<file path="src/rtl/hazard_ctrl_pkg.sv">
// Shared definitions for the hazard controller: instruction field ranges,
// opcode/funct constants, forward-select codes, Tuse/Tnew values,
// multiply/divide latencies and the shadow-pipeline record.
package hazard_ctrl_pkg;

  localparam int OP_HI = 31;
  localparam int OP_LO = 26;
  localparam int RS_HI = 25;
  localparam int RS_LO = 21;
  localparam int RT_HI = 20;
  localparam int RT_LO = 16;
  localparam int RD_HI = 15;
  localparam int RD_LO = 11;
  localparam int SH_HI = 10;
  localparam int SH_LO = 6;
  localparam int FN_HI = 5;
  localparam int FN_LO = 0;

  localparam logic [5:0] OP_RTYPE = 6'h00;
  localparam logic [5:0] OP_J     = 6'h02;
  localparam logic [5:0] OP_JAL   = 6'h03;
  localparam logic [5:0] OP_BEQ   = 6'h04;
  localparam logic [5:0] OP_ORI   = 6'h0d;
  localparam logic [5:0] OP_LUI   = 6'h0f;
  localparam logic [5:0] OP_LW    = 6'h23;
  localparam logic [5:0] OP_SW    = 6'h2b;

  localparam logic [5:0] FN_JR    = 6'h08;
  localparam logic [5:0] FN_MFHI  = 6'h10;
  localparam logic [5:0] FN_MTHI  = 6'h11;
  localparam logic [5:0] FN_MFLO  = 6'h12;
  localparam logic [5:0] FN_MTLO  = 6'h13;
  localparam logic [5:0] FN_MULT  = 6'h18;
  localparam logic [5:0] FN_MULTU = 6'h19;
  localparam logic [5:0] FN_DIV   = 6'h1a;
  localparam logic [5:0] FN_DIVU  = 6'h1b;
  localparam logic [5:0] FN_ADDU  = 6'h21;
  localparam logic [5:0] FN_SUBU  = 6'h23;

  localparam logic [4:0] REG_ZERO = 5'd0;
  localparam logic [4:0] REG_RA   = 5'd31;

  // Tuse: cycles until the value is consumed; Tnew: cycles until produced
  localparam logic [1:0] TUSE_BRANCH = 2'd0;
  localparam logic [1:0] TUSE_ALU    = 2'd1;
  localparam logic [1:0] TUSE_STORE  = 2'd2;
  localparam logic [1:0] TNEW_LINK   = 2'd0;
  localparam logic [1:0] TNEW_ALU    = 2'd1;
  localparam logic [1:0] TNEW_LOAD   = 2'd2;

  localparam int FWD_W = 3;

  typedef enum logic [FWD_W-1:0] {
    FWD_RF    = 3'd0,
    FWD_PC4_E = 3'd1,
    FWD_AO    = 3'd2,
    FWD_PC4_M = 3'd3,
    FWD_WD    = 3'd4
  } fwd_sel_e;

  localparam logic [3:0] MD_LAT_MULT = 4'd5;
  localparam logic [3:0] MD_LAT_DIV  = 4'd10;

  // MD_MULT / MD_DIV start the unit; MD_ACCESS only touches HI/LO
  typedef enum logic [1:0] {
    MD_NONE   = 2'd0,
    MD_MULT   = 2'd1,
    MD_DIV    = 2'd2,
    MD_ACCESS = 2'd3
  } md_kind_e;

  typedef struct packed {
    logic [4:0] rs;
    logic [4:0] rt;
    logic [4:0] a3;
    logic [1:0] tnew;
    logic       link;
    md_kind_e   md;
  } shadow_t;

  localparam shadow_t SHADOW_BUBBLE = '{rs: 5'd0, rt: 5'd0, a3: 5'd0,
                                        tnew: 2'd0, link: 1'b0, md: MD_NONE};

  function automatic logic md_is_start(input md_kind_e md);
    return (md == MD_MULT) || (md == MD_DIV);
  endfunction

  // One stage older: Tnew counts down and stops at zero
  function automatic shadow_t age_stage(input shadow_t s);
    shadow_t r;
    r = s;
    r.tnew = (s.tnew == 2'd0) ? 2'd0 : s.tnew - 2'd1;
    return r;
  endfunction

endpackage

</file>
<file path="src/rtl/hazard_ctrl_if.sv">
// Bundle between the pipeline datapath and the hazard controller: the
// D-stage instruction in, forward selects and stall/flush controls out.
interface hazard_ctrl_if;
  import hazard_ctrl_pkg::*;

  logic [31:0]      IRD;
  logic [FWD_W-1:0] Forward_RS_D_Sel;
  logic [FWD_W-1:0] Forward_RT_D_Sel;
  logic [FWD_W-1:0] Forward_RS_E_Sel;
  logic [FWD_W-1:0] Forward_RT_E_Sel;
  logic             StallF;
  logic             StallD;
  logic             FlushE;
  logic             MdBusy;

  modport master (
    output IRD,
    input  Forward_RS_D_Sel, Forward_RT_D_Sel,
    input  Forward_RS_E_Sel, Forward_RT_E_Sel,
    input  StallF, StallD, FlushE, MdBusy
  );

  modport slave (
    input  IRD,
    output Forward_RS_D_Sel, Forward_RT_D_Sel,
    output Forward_RS_E_Sel, Forward_RT_E_Sel,
    output StallF, StallD, FlushE, MdBusy
  );

endinterface

</file>
<file path="src/rtl/hazard_ctrl_decode.sv">
// Instruction classifier: which registers an instruction reads and when
// it needs them, which register it writes and when the result exists,
// and how it interacts with the multiply/divide unit. Registers that are
// not read report as $0 so they never match a producer.
module hazard_decode
  import hazard_ctrl_pkg::*;
(
  input  logic [31:0] ird,
  output logic [4:0]  rs,
  output logic [4:0]  rt,
  output logic [4:0]  a3,
  output logic [1:0]  tuse_rs,
  output logic [1:0]  tuse_rt,
  output logic [1:0]  tnew,
  output logic        link,
  output md_kind_e    md
);

  logic [5:0] op;
  logic [5:0] fn;
  logic [4:0] f_rs;
  logic [4:0] f_rt;
  logic [4:0] f_rd;
  logic       unused_shamt;

  assign op           = ird[OP_HI:OP_LO];
  assign fn           = ird[FN_HI:FN_LO];
  assign f_rs         = ird[RS_HI:RS_LO];
  assign f_rt         = ird[RT_HI:RT_LO];
  assign f_rd         = ird[RD_HI:RD_LO];
  assign unused_shamt = ^ird[SH_HI:SH_LO];

  // Map each supported instruction to its read/write timing class
  always_comb begin
    rs      = REG_ZERO;
    rt      = REG_ZERO;
    a3      = REG_ZERO;
    tuse_rs = TUSE_ALU;
    tuse_rt = TUSE_ALU;
    tnew    = 2'd0;
    link    = 1'b0;
    md      = MD_NONE;
    case (op)
      OP_RTYPE: begin
        case (fn)
          FN_ADDU, FN_SUBU: begin
            rs   = f_rs;
            rt   = f_rt;
            a3   = f_rd;
            tnew = TNEW_ALU;
          end
          FN_JR: begin
            rs      = f_rs;
            tuse_rs = TUSE_BRANCH;
          end
          FN_MULT, FN_MULTU: begin
            rs = f_rs;
            rt = f_rt;
            md = MD_MULT;
          end
          FN_DIV, FN_DIVU: begin
            rs = f_rs;
            rt = f_rt;
            md = MD_DIV;
          end
          FN_MFHI, FN_MFLO: begin
            a3   = f_rd;
            tnew = TNEW_ALU;
            md   = MD_ACCESS;
          end
          FN_MTHI, FN_MTLO: begin
            rs = f_rs;
            md = MD_ACCESS;
          end
          default: ;
        endcase
      end
      OP_ORI: begin
        rs   = f_rs;
        a3   = f_rt;
        tnew = TNEW_ALU;
      end
      OP_LUI: begin
        a3   = f_rt;
        tnew = TNEW_ALU;
      end
      OP_LW: begin
        rs   = f_rs;
        a3   = f_rt;
        tnew = TNEW_LOAD;
      end
      OP_SW: begin
        rs      = f_rs;
        rt      = f_rt;
        tuse_rt = TUSE_STORE;
      end
      OP_BEQ: begin
        rs      = f_rs;
        rt      = f_rt;
        tuse_rs = TUSE_BRANCH;
        tuse_rt = TUSE_BRANCH;
      end
      OP_JAL: begin
        a3   = REG_RA;
        tnew = TNEW_LINK;
        link = 1'b1;
      end
      default: ;
    endcase
  end

endmodule

</file>
<file path="src/rtl/hazard_ctrl.sv">
// Hazard controller: classifies the D-stage instruction, tracks the
// classes of the instructions in E/M/W in a shadow pipeline, and from
// those derives forwarding selects, stall/flush controls and the
// multiply/divide busy counter.
module hazard_ctrl
  import hazard_ctrl_pkg::*;
(
  input  logic          Clk,
  input  logic          Reset,
  hazard_ctrl_if.slave  hz
);

  logic [4:0] d_rs;
  logic [4:0] d_rt;
  logic [4:0] d_a3;
  logic [1:0] d_tuse_rs;
  logic [1:0] d_tuse_rt;
  logic [1:0] d_tnew;
  logic       d_link;
  md_kind_e   d_md;

  shadow_t    d_class;
  shadow_t    e_q;
  shadow_t    m_q;
  shadow_t    w_q;
  logic [3:0] md_cnt_q;
  logic       md_busy;
  logic       data_stall;
  logic       md_stall;
  logic       stall;
  logic       w_unused;

  hazard_decode u_decode (
    .ird     (hz.IRD),
    .rs      (d_rs),
    .rt      (d_rt),
    .a3      (d_a3),
    .tuse_rs (d_tuse_rs),
    .tuse_rt (d_tuse_rt),
    .tnew    (d_tnew),
    .link    (d_link),
    .md      (d_md)
  );

  assign d_class = '{rs: d_rs, rt: d_rt, a3: d_a3, tnew: d_tnew,
                     link: d_link, md: d_md};
  assign md_busy = (md_cnt_q != 4'd0);

  // W keeps the full record for a complete trace; only its A3 feeds forwarding
  assign w_unused = ^{w_q.rs, w_q.rt, w_q.tnew, w_q.link, w_q.md};

  function automatic logic reg_hazard(input logic [4:0] src, input logic [1:0] tuse,
                                      input shadow_t e, input shadow_t m);
    return (src != REG_ZERO) &&
           (((src == e.a3) && (e.tnew > tuse)) || ((src == m.a3) && (m.tnew > tuse)));
  endfunction

  function automatic fwd_sel_e fwd_d(input logic [4:0] src, input shadow_t e,
                                     input shadow_t m, input shadow_t w);
    if (src == REG_ZERO) return FWD_RF;
    if ((src == e.a3) && (e.tnew == 2'd0) && e.link) return FWD_PC4_E;
    if ((src == m.a3) && (m.tnew == 2'd0)) return m.link ? FWD_PC4_M : FWD_AO;
    if (src == w.a3) return FWD_WD;
    return FWD_RF;
  endfunction

  function automatic fwd_sel_e fwd_e(input logic [4:0] src, input shadow_t m,
                                     input shadow_t w);
    if (src == REG_ZERO) return FWD_RF;
    if ((src == m.a3) && (m.tnew == 2'd0)) return m.link ? FWD_PC4_M : FWD_AO;
    if (src == w.a3) return FWD_WD;
    return FWD_RF;
  endfunction

  // Stall when a needed value is not ready yet or the md unit is occupied
  always_comb begin
    data_stall = reg_hazard(d_rs, d_tuse_rs, e_q, m_q) ||
                 reg_hazard(d_rt, d_tuse_rt, e_q, m_q);
    md_stall   = (d_md != MD_NONE) && (md_is_start(e_q.md) || md_busy);
    stall      = data_stall || md_stall;
  end

  // Drive outputs, held quiet while reset is asserted
  always_comb begin
    hz.Forward_RS_D_Sel = FWD_RF;
    hz.Forward_RT_D_Sel = FWD_RF;
    hz.Forward_RS_E_Sel = FWD_RF;
    hz.Forward_RT_E_Sel = FWD_RF;
    hz.StallF           = 1'b0;
    hz.StallD           = 1'b0;
    hz.FlushE           = 1'b0;
    hz.MdBusy           = 1'b0;
    if (!Reset) begin
      hz.Forward_RS_D_Sel = fwd_d(d_rs, e_q, m_q, w_q);
      hz.Forward_RT_D_Sel = fwd_d(d_rt, e_q, m_q, w_q);
      hz.Forward_RS_E_Sel = fwd_e(e_q.rs, m_q, w_q);
      hz.Forward_RT_E_Sel = fwd_e(e_q.rt, m_q, w_q);
      hz.StallF           = stall;
      hz.StallD           = stall;
      hz.FlushE           = stall;
      hz.MdBusy           = md_busy;
    end
  end

  // Advance the shadow pipeline; a stall injects a bubble into E
  always_ff @(posedge Clk or posedge Reset) begin
    if (Reset) begin
      e_q <= SHADOW_BUBBLE;
      m_q <= SHADOW_BUBBLE;
      w_q <= SHADOW_BUBBLE;
    end else begin
      e_q <= stall ? SHADOW_BUBBLE : d_class;
      m_q <= age_stage(e_q);
      w_q <= age_stage(m_q);
    end
  end

  // Busy counter: a start in E (re)loads the latency, otherwise count down
  always_ff @(posedge Clk or posedge Reset) begin
    if (Reset) begin
      md_cnt_q <= 4'd0;
    end else begin
      case (e_q.md)
        MD_MULT: md_cnt_q <= MD_LAT_MULT;
        MD_DIV:  md_cnt_q <= MD_LAT_DIV;
        default: if (md_cnt_q != 4'd0) md_cnt_q <= md_cnt_q - 4'd1;
      endcase
    end
  end

endmodule

</file>
<file path="src/flat_wrapper.sv">
// flat-port wrapper written by rule: the top's interface ports become plain ports
module hazard_ctrl_flat import hazard_ctrl_pkg::*;
  (Clk, Reset, hz_IRD, hz_Forward_RS_D_Sel, hz_Forward_RT_D_Sel, hz_Forward_RS_E_Sel, hz_Forward_RT_E_Sel, hz_StallF, hz_StallD, hz_FlushE, hz_MdBusy);
  hazard_ctrl_if hz_i ();
  input  logic Clk;
  input  logic Reset;
  input wire logic [$bits(hz_i.IRD)-1:0] hz_IRD;
  output wire logic [$bits(hz_i.Forward_RS_D_Sel)-1:0] hz_Forward_RS_D_Sel;
  output wire logic [$bits(hz_i.Forward_RT_D_Sel)-1:0] hz_Forward_RT_D_Sel;
  output wire logic [$bits(hz_i.Forward_RS_E_Sel)-1:0] hz_Forward_RS_E_Sel;
  output wire logic [$bits(hz_i.Forward_RT_E_Sel)-1:0] hz_Forward_RT_E_Sel;
  output wire logic [$bits(hz_i.StallF)-1:0] hz_StallF;
  output wire logic [$bits(hz_i.StallD)-1:0] hz_StallD;
  output wire logic [$bits(hz_i.FlushE)-1:0] hz_FlushE;
  output wire logic [$bits(hz_i.MdBusy)-1:0] hz_MdBusy;
  assign hz_i.IRD = hz_IRD;
  assign hz_Forward_RS_D_Sel = hz_i.Forward_RS_D_Sel;
  assign hz_Forward_RT_D_Sel = hz_i.Forward_RT_D_Sel;
  assign hz_Forward_RS_E_Sel = hz_i.Forward_RS_E_Sel;
  assign hz_Forward_RT_E_Sel = hz_i.Forward_RT_E_Sel;
  assign hz_StallF = hz_i.StallF;
  assign hz_StallD = hz_i.StallD;
  assign hz_FlushE = hz_i.FlushE;
  assign hz_MdBusy = hz_i.MdBusy;
  hazard_ctrl u_core (.Clk(Clk), .Reset(Reset), .hz(hz_i));
endmodule
</file>
<file path="config.mk">
export PLATFORM = sky130hd
export DESIGN_NAME = hazard_ctrl_flat
export DESIGN_NICKNAME = d
export VERILOG_FILES = /design/src/rtl/hazard_ctrl_pkg.sv /design/src/rtl/hazard_ctrl_if.sv /design/src/rtl/hazard_ctrl_decode.sv /design/src/rtl/hazard_ctrl.sv /design/src/flat_wrapper.sv
export SDC_FILE = /design/constraint.sdc
export NUM_CORES = 1
export LEC_CHECK = 0
export ABC_AREA = 1
export ABC_CLOCK_PERIOD_IN_PS = 2500
export CORE_MARGIN = 4
export CORE_UTILIZATION = 55
export CTS_BUF_LIST = sky130_fd_sc_hd__clkbuf_16
export CTS_CLUSTER_SIZE = 8
export DETAILED_ROUTE_END_ITERATION = 7
export DONT_BUFFER_PORTS = 1
export HOLD_SLACK_MARGIN = 0.12
export PLACE_DENSITY = 0.79
export SLEW_MARGIN = 10
export SYNTH_ARGS = -nofsm -noshare
export SYNTH_HDL_FRONTEND = slang
export SYNTH_HIERARCHICAL = 1
export SYNTH_SLANG_ARGS = --single-unit
</file>
<file path="constraint.sdc">
create_clock -name Clk -period 2.5 [get_ports Clk]
set_input_delay 0.375 -clock Clk [delete_from_list [all_inputs] [get_ports Clk]]
set_output_delay 0.375 -clock Clk [all_outputs]
set_load 0.02 [all_outputs]
</file>
==> impl_metrics.json <==
{
  "cts_tree": "built",
  "min_path_cells": 4,
  "worstPathMaxFanout": 6,
  "grt.total_usage": 0.258,
  "synth.largest_area_cell": "dfrtp_1",
  "slew_headroom": 0.601,
  "vias_per_cell": 5.55,
  "setup_slack_ns": -0.154,
  "rsz0062_at_grt": "yes",
  "min_to": "u_core/e_q[9]",
  "slowest_delay_ns": 0.35,
  "fin_nets": 526,
  "cts_root_buf": "clkbuf_16",
  "gr-usage-met2": 0.465,
  "final_common_cell": "nand2_1",
  "min_from": "hz_IRD[15]",
  "worst_clock_skew_ns": 0.00691,
  "gp_congestion": 0.975,
  "dpl_cell_area_um2": 3340,
  "core_um2": 5170,
  "grt_pass1_wl_um": 13000,
  "status": "complete, but fails checks",
  "r2r_start": "u_core/m_q[6]",
  "grt_max_degree": 21,
  "htree_levels": 2,
  "yosys-top-cells-area": "dfrtp_1 (31%), nand2_1 (13%), inv_1 (9.3%), ha_1 (5.1%), nor2_2 (4.8%)",
  "pwr_density_cell_nw_per_um2": 435,
  "insertion_delay_ns": 0.28,
  "clkSlewWorstSetupHoldPaths_ns": 0.05,
  "worst_ep_required_time_ns": 2.12,
  "syn_nets": 479,
  "yosysTopAreaCellShare": 0.311,
  "drc_errors": 1,
  "die_area_um2": 6650,
  "ioPinCount": 50,
  "syn_area_per_cell_um2": 6.87,
  "synth_edf_count": 0,
  "critPathArrivalTime_ns": 2.28,
  "use_met3": 0.0537,
  "maxSlewViolCount": 0,
  "rows": 26,
  "cp_cell_sequence": "nor2_4, nand3_4, nor3_4, buf_6, nand3_2, nand2_4, inv_4, nand2_1, nand2_1, nor2_2, nand3_2, nor4_2, buf_4",
  "ys_seq_area_frac": 0.311,
  "place.detailed.hpwl_um": 5930,
  "clock-sinks": 37,
  "port_buffers": 0,
  "drt_first_pass_iters": 7,
  "setup_tns_ns": -0.930,
  "vdd_drop_max_mv": 0.275,
  "violations": "design-rule violations, negative setup slack",
  "r2r_slack_ns": 0.54,
  "synthCells": 433,
  "rr_worst_depth": 10,
  "vias": 3054,
  "final-seq-area_um2": 926,
  "use_met1": 0.289,
  "ys_warn_count": 6,
  "area_growth_pct": 28.2,
  "hold_path.class": "primary input to register",
  "ys_ff_latch": 37,
  "die_y_um": 81.5,
  "final_util": 0.737,
  "drive_above_1_share": 0.310,
  "numCtsBuffers": 5,
  "grt.overflow.total": 0,
  "cp-start-kind": "primary input",
  "die-width_um": 81.5,
  "antenna_cells": 0,
  "crit_slowest_cell": "nor4_2",
  "worst_hold_slack_ns": 0.335,
  "cap_violations": 0,
  "ant_nets": 0,
  "synth_top_flop_cell": "dfrtp_1",
  "stdcell_area_um2": 3810,
  "grt.busiest_layer": "met2",
  "async_flop_share": 1.00,
  "leakage_uw": 0.00193,
  "cp-end-kind": "output pin",
  "crit_type": "primary input to output pin",
  "period_minus_slack_ns": 2.65,
  "grt_pass1_vias": 2970,
  "multi_input_area_um2": 1930,
  "tightest_slew_ns": 0.599,
  "p_total_uw": 1660,
  "r2r-end": "u_core/e_q[0]",
  "max_freq_mhz": 377,
  "wire_per_inst_um": 16.2,
  "ys_types": 40,
  "period_share": 1.06,
  "cts.path.max_buffers": 2,
  "layout_common_cells": "nand2_1 (88), inv_1 (70), buf_4 (45)",
  "setup_viol": 9,
  "start_util": 0.575,
  "final_hold_viol_count": 0,
  "drtIter0Drc": 374,
  "antenna_found_initial": 0,
  "fillers": 372,
  "drt-total-wl_um": 8900,
  "syn-cell-area_um2": 2970
}
## cells in the mapped netlist, types with 6 or more instances
master and n:
a21oi_1 18, dfrtp_1 37, ha_1 12, inv_1 74
inv_2 8, nand2_1 104, nand3_1 24, nand4_1 12
nor2_1 33, nor2_2 23, nor3_1 9, nor4_1 6
o21ai_0 7, o22ai_1 8, xnor2_1 8, xor2_1 12
## what timing repair did
| item | 4_1_cts | 5_1_grt |
|---|---|---|
| hold buffers | 1 | 0 |
| pin swaps | 5 | 16 |
| hold endpoints to repair | 10 | 0 |
| setup buffers | 3 | 5 |
| gates resized for setup | 24 | 49 |
| setup endpoints to repair | 7 | 9 |
## worst max-delay path by stage
| stage | endpoint | from | slack (ns) | cells after the start |
|---|---|---|---|---|
| floorplan | hz_Forward_RS_D_Sel[0] | hz_IRD[31] | 0.02 | 14 |
| global placement | hz_Forward_RS_D_Sel[2] | hz_IRD[3] | -0.08 | 18 |
| detailed placement | hz_Forward_RS_D_Sel[2] | hz_IRD[3] | -0.16 | 18 |
| CTS | hz_Forward_RS_D_Sel[0] | hz_IRD[31] | -0.02 | 14 |
| global route | hz_Forward_RS_D_Sel[0] | hz_IRD[31] | -0.26 | 15 |
| finish | hz_Forward_RS_D_Sel[1] | hz_IRD[31] | -0.15 | 13 |
## metrics by stage
step / std cells / setup WS (ns)
5_1_grt: 550 / -0.264
3_5_place_dp: 535 / -0.159
4_1_cts: 545 / -0.0232
3_3_place_gp: 535 / -0.0803
6_report: 550 / -0.154
2_1_floorplan: 433 / 0.0175
## state kept, by name, summed over array words and instances (netlist names)
register / cells
u_core/md_cnt_q: 4
u_core/e_q: 20
u_core/w_q: 5
u_core/m_q: 8
## power by group
part / switching (µW) / internal [µW] / total [µW] / leakage (µW)
Combinational: 239 / 162 / 401 / 0.00136
Clock: 220 / 356 / 576 / 0.0000685
Sequential: 36.8 / 645 / 682 / 0.000506
## routing by layer
layer  wire [µm]  share of wire  vias to the layer above
met5           0              0                        -
met4         387          0.043                        0
met3         834          0.094                       31
met2        4490           0.50                      160
met1        3190           0.36                     1408
li1            -              -                     1455
## cells by family after synthesis
group	share of synthesized area
flops	0.311
xor+xnor	0.0589
other cells	0.00126
simple gates	0.354
buf+inv	0.130
fa+ha+maj	0.0505
compound gates	0.0934
## area by class of cell
type                    instances  area share
repair buffers                 51       0.108
clock inverters                 2     0.00197
inverters                      82      0.0837
flip-flops and latches         37       0.243
clock buffers                   5      0.0328
multi-input cells             303       0.507
well taps                      70      0.0230
## worst max-delay path, delay by kind of cell
| family | cells | cell delay (ns) |
|---|---|---|
| simple gates | 10 | 1.46 |
| buf+inv | 3 | 0.44 |
Note: power is estimated with default switching activity, not from simulation.
